File: config.mk
export PLATFORM = sky130hd
export DESIGN_NAME = btn_conditioner
export DESIGN_NICKNAME = d
export VERILOG_FILES = /design/src/rtl/btn_cond_pkg.sv /design/src/rtl/btn_cond_ch.sv /design/src/rtl/btn_conditioner.sv
export SDC_FILE = /design/constraint.sdc
export NUM_CORES = 1
export LEC_CHECK = 0
export ABC_AREA = 1
export ABC_CLOCK_PERIOD_IN_PS = 2400
export CAP_MARGIN = 20
export CORE_MARGIN = 1
export CORE_UTILIZATION = 45
export CTS_BUF_LIST = sky130_fd_sc_hd__clkbuf_8 sky130_fd_sc_hd__clkbuf_16
export DETAILED_ROUTE_END_ITERATION = 16
export DONT_BUFFER_PORTS = 1
export SLEW_MARGIN = 0
export SYNTH_ARGS = -nofsm -noshare
export SYNTH_HDL_FRONTEND = slang
export SYNTH_HIERARCHICAL = 1
export SYNTH_SLANG_ARGS = --single-unit
File: constraint.sdc
create_clock -name clk100_i -period 2.4 [get_ports clk100_i]
set_input_delay 0.24 -clock clk100_i [delete_from_list [all_inputs] [get_ports clk100_i]]
set_output_delay 0.24 -clock clk100_i [all_outputs]
set_load 0.05 [all_outputs]
File: src/rtl/btn_cond_pkg.sv
// Shared types and default timing constants for the button conditioner.
package btn_cond_pkg;

  typedef enum logic [1:0] {
    StIdle,
    StPressWait,
    StHeld,
    StReleaseWait
  } btn_state_e;

  localparam int unsigned DefDebounceCycles = 32'd1000000;   // 10 ms at 100 MHz
  localparam int unsigned DefRepeatDelay    = 32'd50000000;  // 500 ms
  localparam int unsigned DefRepeatPeriod   = 32'd10000000;  // 100 ms

  function automatic int unsigned max3(input int unsigned a, input int unsigned b,
                                       input int unsigned c);
    int unsigned m;
    m = (a > b) ? a : b;
    return (m > c) ? m : c;
  endfunction

endpackage

File: src/rtl/btn_cond_ch.sv
// One button channel: 2-flop synchroniser, debounce FSM and optional auto-repeat.
// Auto-repeat is built only when BTN_COND_REPEAT_EN is defined.
module btn_cond_ch
  import btn_cond_pkg::*;
#(
  parameter int unsigned DEBOUNCE_CYCLES = DefDebounceCycles,
  parameter int unsigned REPEAT_DELAY    = DefRepeatDelay,
  parameter int unsigned REPEAT_PERIOD   = DefRepeatPeriod
) (
  input  logic clk100_i,
  input  logic rstn_i,
  input  logic btn_n_i,
  output logic pressed_o,
  output logic press_pulse_o,
  output logic release_pulse_o,
  output logic repeat_pulse_o
);

  localparam int unsigned MaxCycles = max3(DEBOUNCE_CYCLES, REPEAT_DELAY, REPEAT_PERIOD);
  localparam int unsigned CntW      = $clog2(MaxCycles + 1);
  localparam logic [CntW-1:0] DbLast = CntW'(DEBOUNCE_CYCLES - 1);

  logic sync1_q, s_q;
  btn_state_e state_q;
  logic [CntW-1:0] cnt_q, cnt_inc;
  logic cnt_done;
  logic pressed_q, press_q, release_q;

  // Reset value 0 means "released" after the inversion.
  always_ff @(posedge clk100_i or negedge rstn_i) begin
    if (!rstn_i) begin
      sync1_q <= 1'b0;
      s_q     <= 1'b0;
    end else begin
      sync1_q <= ~btn_n_i;
      s_q     <= sync1_q;
    end
  end

  assign cnt_inc  = cnt_q + CntW'(1);
  assign cnt_done = (cnt_inc == DbLast);

  always_ff @(posedge clk100_i or negedge rstn_i) begin
    if (!rstn_i) begin
      state_q   <= StIdle;
      cnt_q     <= '0;
      pressed_q <= 1'b0;
      press_q   <= 1'b0;
      release_q <= 1'b0;
    end else begin
      press_q   <= 1'b0;
      release_q <= 1'b0;
      unique case (state_q)
        StIdle: begin
          if (s_q) begin
            state_q <= StPressWait;
            cnt_q   <= '0;
          end
        end
        StPressWait: begin
          if (!s_q) begin
            state_q <= StIdle;
          end else if (cnt_done) begin
            state_q   <= StHeld;
            pressed_q <= 1'b1;
            press_q   <= 1'b1;
          end else begin
            cnt_q <= cnt_inc;
          end
        end
        StHeld: begin
          if (!s_q) begin
            state_q <= StReleaseWait;
            cnt_q   <= '0;
          end
        end
        StReleaseWait: begin
          if (s_q) begin
            state_q <= StHeld;
          end else if (cnt_done) begin
            state_q   <= StIdle;
            pressed_q <= 1'b0;
            release_q <= 1'b1;
          end else begin
            cnt_q <= cnt_inc;
          end
        end
        default: state_q <= StIdle;
      endcase
    end
  end

  assign pressed_o       = pressed_q;
  assign press_pulse_o   = press_q;
  assign release_pulse_o = release_q;

`ifdef BTN_COND_REPEAT_EN
  localparam logic [CntW-1:0] RdLast = CntW'(REPEAT_DELAY);
  localparam logic [CntW-1:0] RpLast = CntW'(REPEAT_PERIOD);

  logic [CntW-1:0] rcnt_q, rcnt_inc;
  logic rfirst_q, repeat_q;

  assign rcnt_inc = rcnt_q + CntW'(1);

  // Count only while settled in HELD, so a release bounce pauses rather than restarts.
  always_ff @(posedge clk100_i or negedge rstn_i) begin
    if (!rstn_i) begin
      rcnt_q   <= '0;
      rfirst_q <= 1'b1;
      repeat_q <= 1'b0;
    end else begin
      repeat_q <= 1'b0;
      if (state_q == StPressWait && s_q && cnt_done) begin
        rcnt_q   <= '0;
        rfirst_q <= 1'b1;
      end else if (state_q == StHeld && s_q) begin
        if (rcnt_inc == (rfirst_q ? RdLast : RpLast)) begin
          rcnt_q   <= '0;
          rfirst_q <= 1'b0;
          repeat_q <= 1'b1;
        end else begin
          rcnt_q <= rcnt_inc;
        end
      end
    end
  end

  assign repeat_pulse_o = repeat_q;
`else
  assign repeat_pulse_o = 1'b0;
`endif

endmodule

File: src/rtl/btn_conditioner.sv
// Multi-channel button conditioner: one independent btn_cond_ch per button.
// Optional auto-repeat enabled by BTN_COND_REPEAT_EN.
module btn_conditioner
  import btn_cond_pkg::*;
#(
  parameter int unsigned N_BTN           = 3,
  parameter int unsigned DEBOUNCE_CYCLES = DefDebounceCycles,
  parameter int unsigned REPEAT_DELAY    = DefRepeatDelay,
  parameter int unsigned REPEAT_PERIOD   = DefRepeatPeriod
) (
  input  logic             clk100_i,
  input  logic             rstn_i,
  input  logic [N_BTN-1:0] btn_n_i,
  output logic [N_BTN-1:0] pressed_o,
  output logic [N_BTN-1:0] press_pulse_o,
  output logic [N_BTN-1:0] release_pulse_o,
  output logic [N_BTN-1:0] repeat_pulse_o
);

  for (genvar i = 0; i < int'(N_BTN); i++) begin : g_ch
    btn_cond_ch #(
      .DEBOUNCE_CYCLES(DEBOUNCE_CYCLES),
      .REPEAT_DELAY   (REPEAT_DELAY),
      .REPEAT_PERIOD  (REPEAT_PERIOD)
    ) u_ch (
      .clk100_i       (clk100_i),
      .rstn_i         (rstn_i),
      .btn_n_i        (btn_n_i[i]),
      .pressed_o      (pressed_o[i]),
      .press_pulse_o  (press_pulse_o[i]),
      .release_pulse_o(release_pulse_o[i]),
      .repeat_pulse_o (repeat_pulse_o[i])
    );
  end

endmodule

# Word level (Yosys, flattened, before mapping)
# Index checks and enable logic that the tools add are counted.
# Widths: inputs -> output; s select.
# word_totals
register_bits	99
wordCells	147
# classes
add_sub_neg	3
n_eq_ne	36
n_mux	69
n_bitwise	3
reduce_logical	15
# ops
operator	n
$mux 26	15
$pmux 26 s4	3
$add 26x1->26 const B	3
$eq 26x20->1 const B	3
$mux 2	18
$mux 1	27
$ne 2x1->1 const B	12
$pmux 2 s4	3
$reduce_and 4->1	6
$reduce_and 5->1	3
$eq 2x2->1 const B	6
$ne 2x2->1 const B	6
$ne 3x1->1 const B	3
$ne 3x3->1 const B	3
$eq 2x1->1 const B	3
$logic_not 2->1	3
$pmux 1 s2	3
$reduce_bool 2->1	3
$not 1->1	3

# Longest topological paths before layout
# depth
ltp_word	5
mapped_depth	16
mapped_depth_nobuf	15

# By module
# Netlist, hierarchy kept.
# modules_own_cells
mod	n_inst	cells_per_inst	area_each_um2	seq_area_each_um2
btn_cond_ch at g_ch[0].u_ch ...	2	393	2453.6	825.8
btn_cond_ch at g_ch[2].u_ch	1	360	2329.7	825.8

# Worst setup path before layout
# No wires, ideal clock.
# synth_timing
kind	reg2reg
start	reg g_ch[0].u_ch.cnt_q[0]
end	reg g_ch[0].u_ch.cnt_q[2]
arrival_time_ns	2.073
required_time_ns	2.282
path_slack_ns	0.210
path_stages_with_launch	14
synth_period_minus_slack_ns	2.190
path_cell_list	dfrtp_1 -> ha_1 -> nand2_1 -> nor2_4 -> nand2_1 -> nor2_2 -> nand3_1 -> nand2_1 -> nand3_1 -> nor2_4 -> nand4_4 -> buf_2 -> nand3_1 -> nand2_1
# synth_via
elab_chain_cells	5
# synth_rtl
element	line_no	text
from (decl)	btn_cond_ch.sv:25	logic [CntW-1:0] cnt_q, cnt_inc;
from (signal assigned)	btn_cond_ch.sv:68	cnt_q <= cnt_inc;
from (signal assigned)	btn_cond_ch.sv:85	cnt_q <= cnt_inc;
$add 26x1->26 (*)	btn_cond_ch.sv:40	assign cnt_inc = cnt_q + CntW'(1);
$eq 26x20->1	btn_cond_ch.sv:41	assign cnt_done = (cnt_inc == DbLast);
$mux 26 (*)	btn_cond_ch.sv:63, btn_cond_ch.sv:80	
$mux 26, on equally long branches	btn_cond_ch.sv:78, btn_cond_ch.sv:61	
$pmux 26 s4 (*)	btn_cond_ch.sv:53	unique case (state_q)
# Every way passes the cells marked *; elsewhere a longest branch is shown, timed or not. The select of a mux whose other input is x is not followed.
# A chain may end at the register's enable or synchronous reset.

# Final worst setup path
# layout_timing
start	reg g_ch[2].u_ch.cnt_q[1]
end	reg g_ch[2].u_ch.cnt_q[22]
# layout_via
elab_chain_cells	5
# layout_rtl
element	line_no
from (decl)	btn_cond_ch.sv:25
from (signal assigned)	btn_cond_ch.sv:68
from (signal assigned)	btn_cond_ch.sv:85
$add 26x1->26 (*)	btn_cond_ch.sv:40
$eq 26x20->1	btn_cond_ch.sv:41
$mux 26 (*)	btn_cond_ch.sv:63, btn_cond_ch.sv:80
$mux 26, on equally long branches	btn_cond_ch.sv:78, btn_cond_ch.sv:61
$pmux 26 s4 (*)	btn_cond_ch.sv:53
# Marked as above.

==> impl_metrics.yaml <==
power:
  power.static_leakage_nw: 3.82
  peakVddDrop_mv: 0.333
  p_per_area_nw_per_um2: 460
  power_mw: 3.68
cts:
  postCtsHoldBufs: 3
  cts_inserted_buffers: 9
  clk_pin_slew_ns: 0.07
  cts_buffer_depth: 2
  cts_sinks: 99
  htreeDepth: 3
  insertion_delay_ns: 0.36
  cts_tree: "done"
  root_buffer: "clkbuf_16"
timing:
  holdWs_ns: -0.428
  relSlewSlack_pct: 58.0
  period_share_pct: 96.3
  setup_violations: 0
  hold_viol: 99
  fin_setup_tns_ns: 0
  rsz0062_at_grt: "yes"
  clock_skew_ns: 0.00769
  fmax_mhz: 433
  min_period_ns: 2.31
  slew_viol_final: 0
  worstMarginPinSlew_ns: 0.629
global_route:
  grt_antenna_before_repair: 0
  grtUsageTotal_pct: 21.5
  grt_overflow: 0
  grt_pass1_wl_mm: 28.8
  grt_pass1_vias: 6097
  grt_max_degree: 100
routing:
  wl_per_cell_um: 12.1
  drc: 0
  via_count: 6716
  finalWirelength_mm: 16.6
  drtIter0Drc: 396
  vias_per_cell: 4.90
  first_pass_iters: 5
  ant_nets: 0
status:
  violations: "negative hold slack"
  status: "complete, but fails checks"
synth:
  synth_flop_cell: "dfrtp_1"
  synth.distinct_cells: 32
  syn_inst: 1146
  synth_edf_count: 0
  yosys_register_bits: 99
  synth_nets: 1157
  yosysWarningCount: 6
  async_flop_share_pct: 100
  synth_top_area_cell: "dfrtp_1"
  synthTopCellsByArea: "dfrtp_1, nand2_1, nand3_1, nor2_1, inv_1"
  syn-cell-area_um2: 7240
  avgSynthCellArea_um2: 6.31
  synth.top_cell.area_share_pct: 34.2
  synth_seq_area_share_pct: 34.2
finish:
  mostFrequentLayoutCell: "nand2_1"
  layout.cells.non_filler: 1370
  final_cell_mix: "nand2_1, nor2_1, nand3_1"
  n_fill_cell: 1586
  nets: 1165
  drive_above_1_share_pct: 9.92
  multi_input_area_um2: 4240
  seq_area_um2: 2480
  diodes: 0
  syn_to_final_growth_pct: 10.8
critical_path:
  critPathLaunch: "g_ch[2].u_ch/cnt_q[1]$_DFFE_PN0P_"
  reg2reg_slack_ns: 0.09
  crit_type: "reg2reg"
  timing.rr.start: "g_ch[2].u_ch/cnt_q[1]$_DFFE_PN0P_"
  worstPathMaxFanout: 13
  cp.arrival_ns: 2.56
  startpoint_type: "flop"
  end_kind: "flop"
  worst_ep_required_time_ns: 2.65
floorplan:
  initial_core_util_pct: 46.9
  core_area_um2: 15400
  dieArea_um2: 16600
  ios: 17
  rows: 45
  dieWidth_um: 129
  die-height_um: 129
worst_hold_path:
  hold_path.class: "in2async"
place:
  dp_hpwl_mm: 12.1
  io_buffers: 0
  dp.cells: 1346
  gp_congestion: 0.872
flow_run:
  maxCapViolations: 0
[cell families (layout without fill, tap and decap cells)]
logic type / after synthesis / in the layout / share of synthesized area [%]
flops: 99 / 99 / 34.2
other cells: 3 / 3 / 0.156
buf+inv: 147 / 160 / 8.51
fa+ha+maj: 6 / 6 / 1.04
xor+xnor: 8 / 8 / 0.968
compound gates: 38 / 38 / 2.66
simple gates: 845 / 845 / 52.4
[where the power goes]
| group | leakage (nW) | switching, mW | internal, mW |
|---|---|---|---|
| Clock | 0.180 | 0.651 | 1.12 |
| Combinational | 2.28 | 0.134 | 0.0580 |
| Sequential | 1.35 | 0.0236 | 1.69 |
| Total | 3.82 | 0.809 | 2.88 |
[repair_timing]
action,in CTS,in global routing
setup endpoints to repair,0,82
gates resized for setup,0,29
setup buffers,0,5
hold endpoints to repair,102,99
[cell type report]
class,count,share of cell area (%)
clock buffers,9,2.81
well taps,211,3.29
inverters,119,5.57
flip-flops and latches,99,30.9
multi-input cells,900,52.9
repair buffers,25,2.73
clock inverters,7,1.73
[critical path, stage by stage (launching register included)]
cell,delay (ns)
dfrtp_1,0.42
ha_2,0.23
nand2_4,0.08
nor2_8,0.20
buf_6,0.13
nand4_1,0.08
nand2_1,0.11
nand3_1,0.07
nor2_1,0.15
nand2_1,0.12
nor2_4,0.15
nand3_4,0.13
buf_6,0.18
nand3_1,0.08
nand2_1,0.07
[metal layers]
layer | track usage [%] | wire, µm
met2 | 33.9 | 7260
met3 | 3.99 | 563
met5 | 0 | 0
met4 | 4.36 | 138
met1 | 30.8 | 8660
[final timing paths]
kind	end	depth (start not counted)
max reg2reg	g_ch[2].u_ch/cnt_q[22]$_DFFE_PN0P_	14
max in group asynchronous	g_ch[1].u_ch/cnt_q[18]$_DFFE_PN0P_	0
min in group clk100_i	g_ch[2].u_ch/s_q$_DFF_PN0_	0
max	g_ch[2].u_ch/cnt_q[22]$_DFFE_PN0P_	14
min	g_ch[0].u_ch/cnt_q[17]$_DFFE_PN0P_	0
min reg2reg	g_ch[2].u_ch/s_q$_DFF_PN0_	0
[synth_stat cells (9+ instances only)]
master    instances
nor2_2            9
nand4_1          30
nor2_4           26
dfrtp_1          99
inv_2            10
clkbuf_1         10
nand2_1         458
nand3b_1         10
a21oi_1          29
nor2_1          156
nand3_1         135
inv_1           108
[through the flow]
stage	area, µm²	util [%]	worst slack, ns
CTS	7870	51.0	0.0586
finish	8020	52.0	0.0895
floorplan	7240	-	0.210
global placement	7470	48.4	0.0934
global route	8020	52.0	-0.0720
detailed placement	7470	48.4	0.0900
[flip-flops by register name, indices dropped and copies added, names as in the netlist, named ones only]
| signal | cells |
|---|---|
| g_ch.u_ch/cnt_q | 78 |
| g_ch.u_ch/press_pulse_o | 3 |
| g_ch.u_ch/pressed_o | 3 |
| g_ch.u_ch/release_pulse_o | 3 |
| g_ch.u_ch/s_q | 3 |
| g_ch.u_ch/state_q | 3 |
| g_ch.u_ch/sync1_q | 3 |
Note: power is estimated with default switching activity, not from simulation.
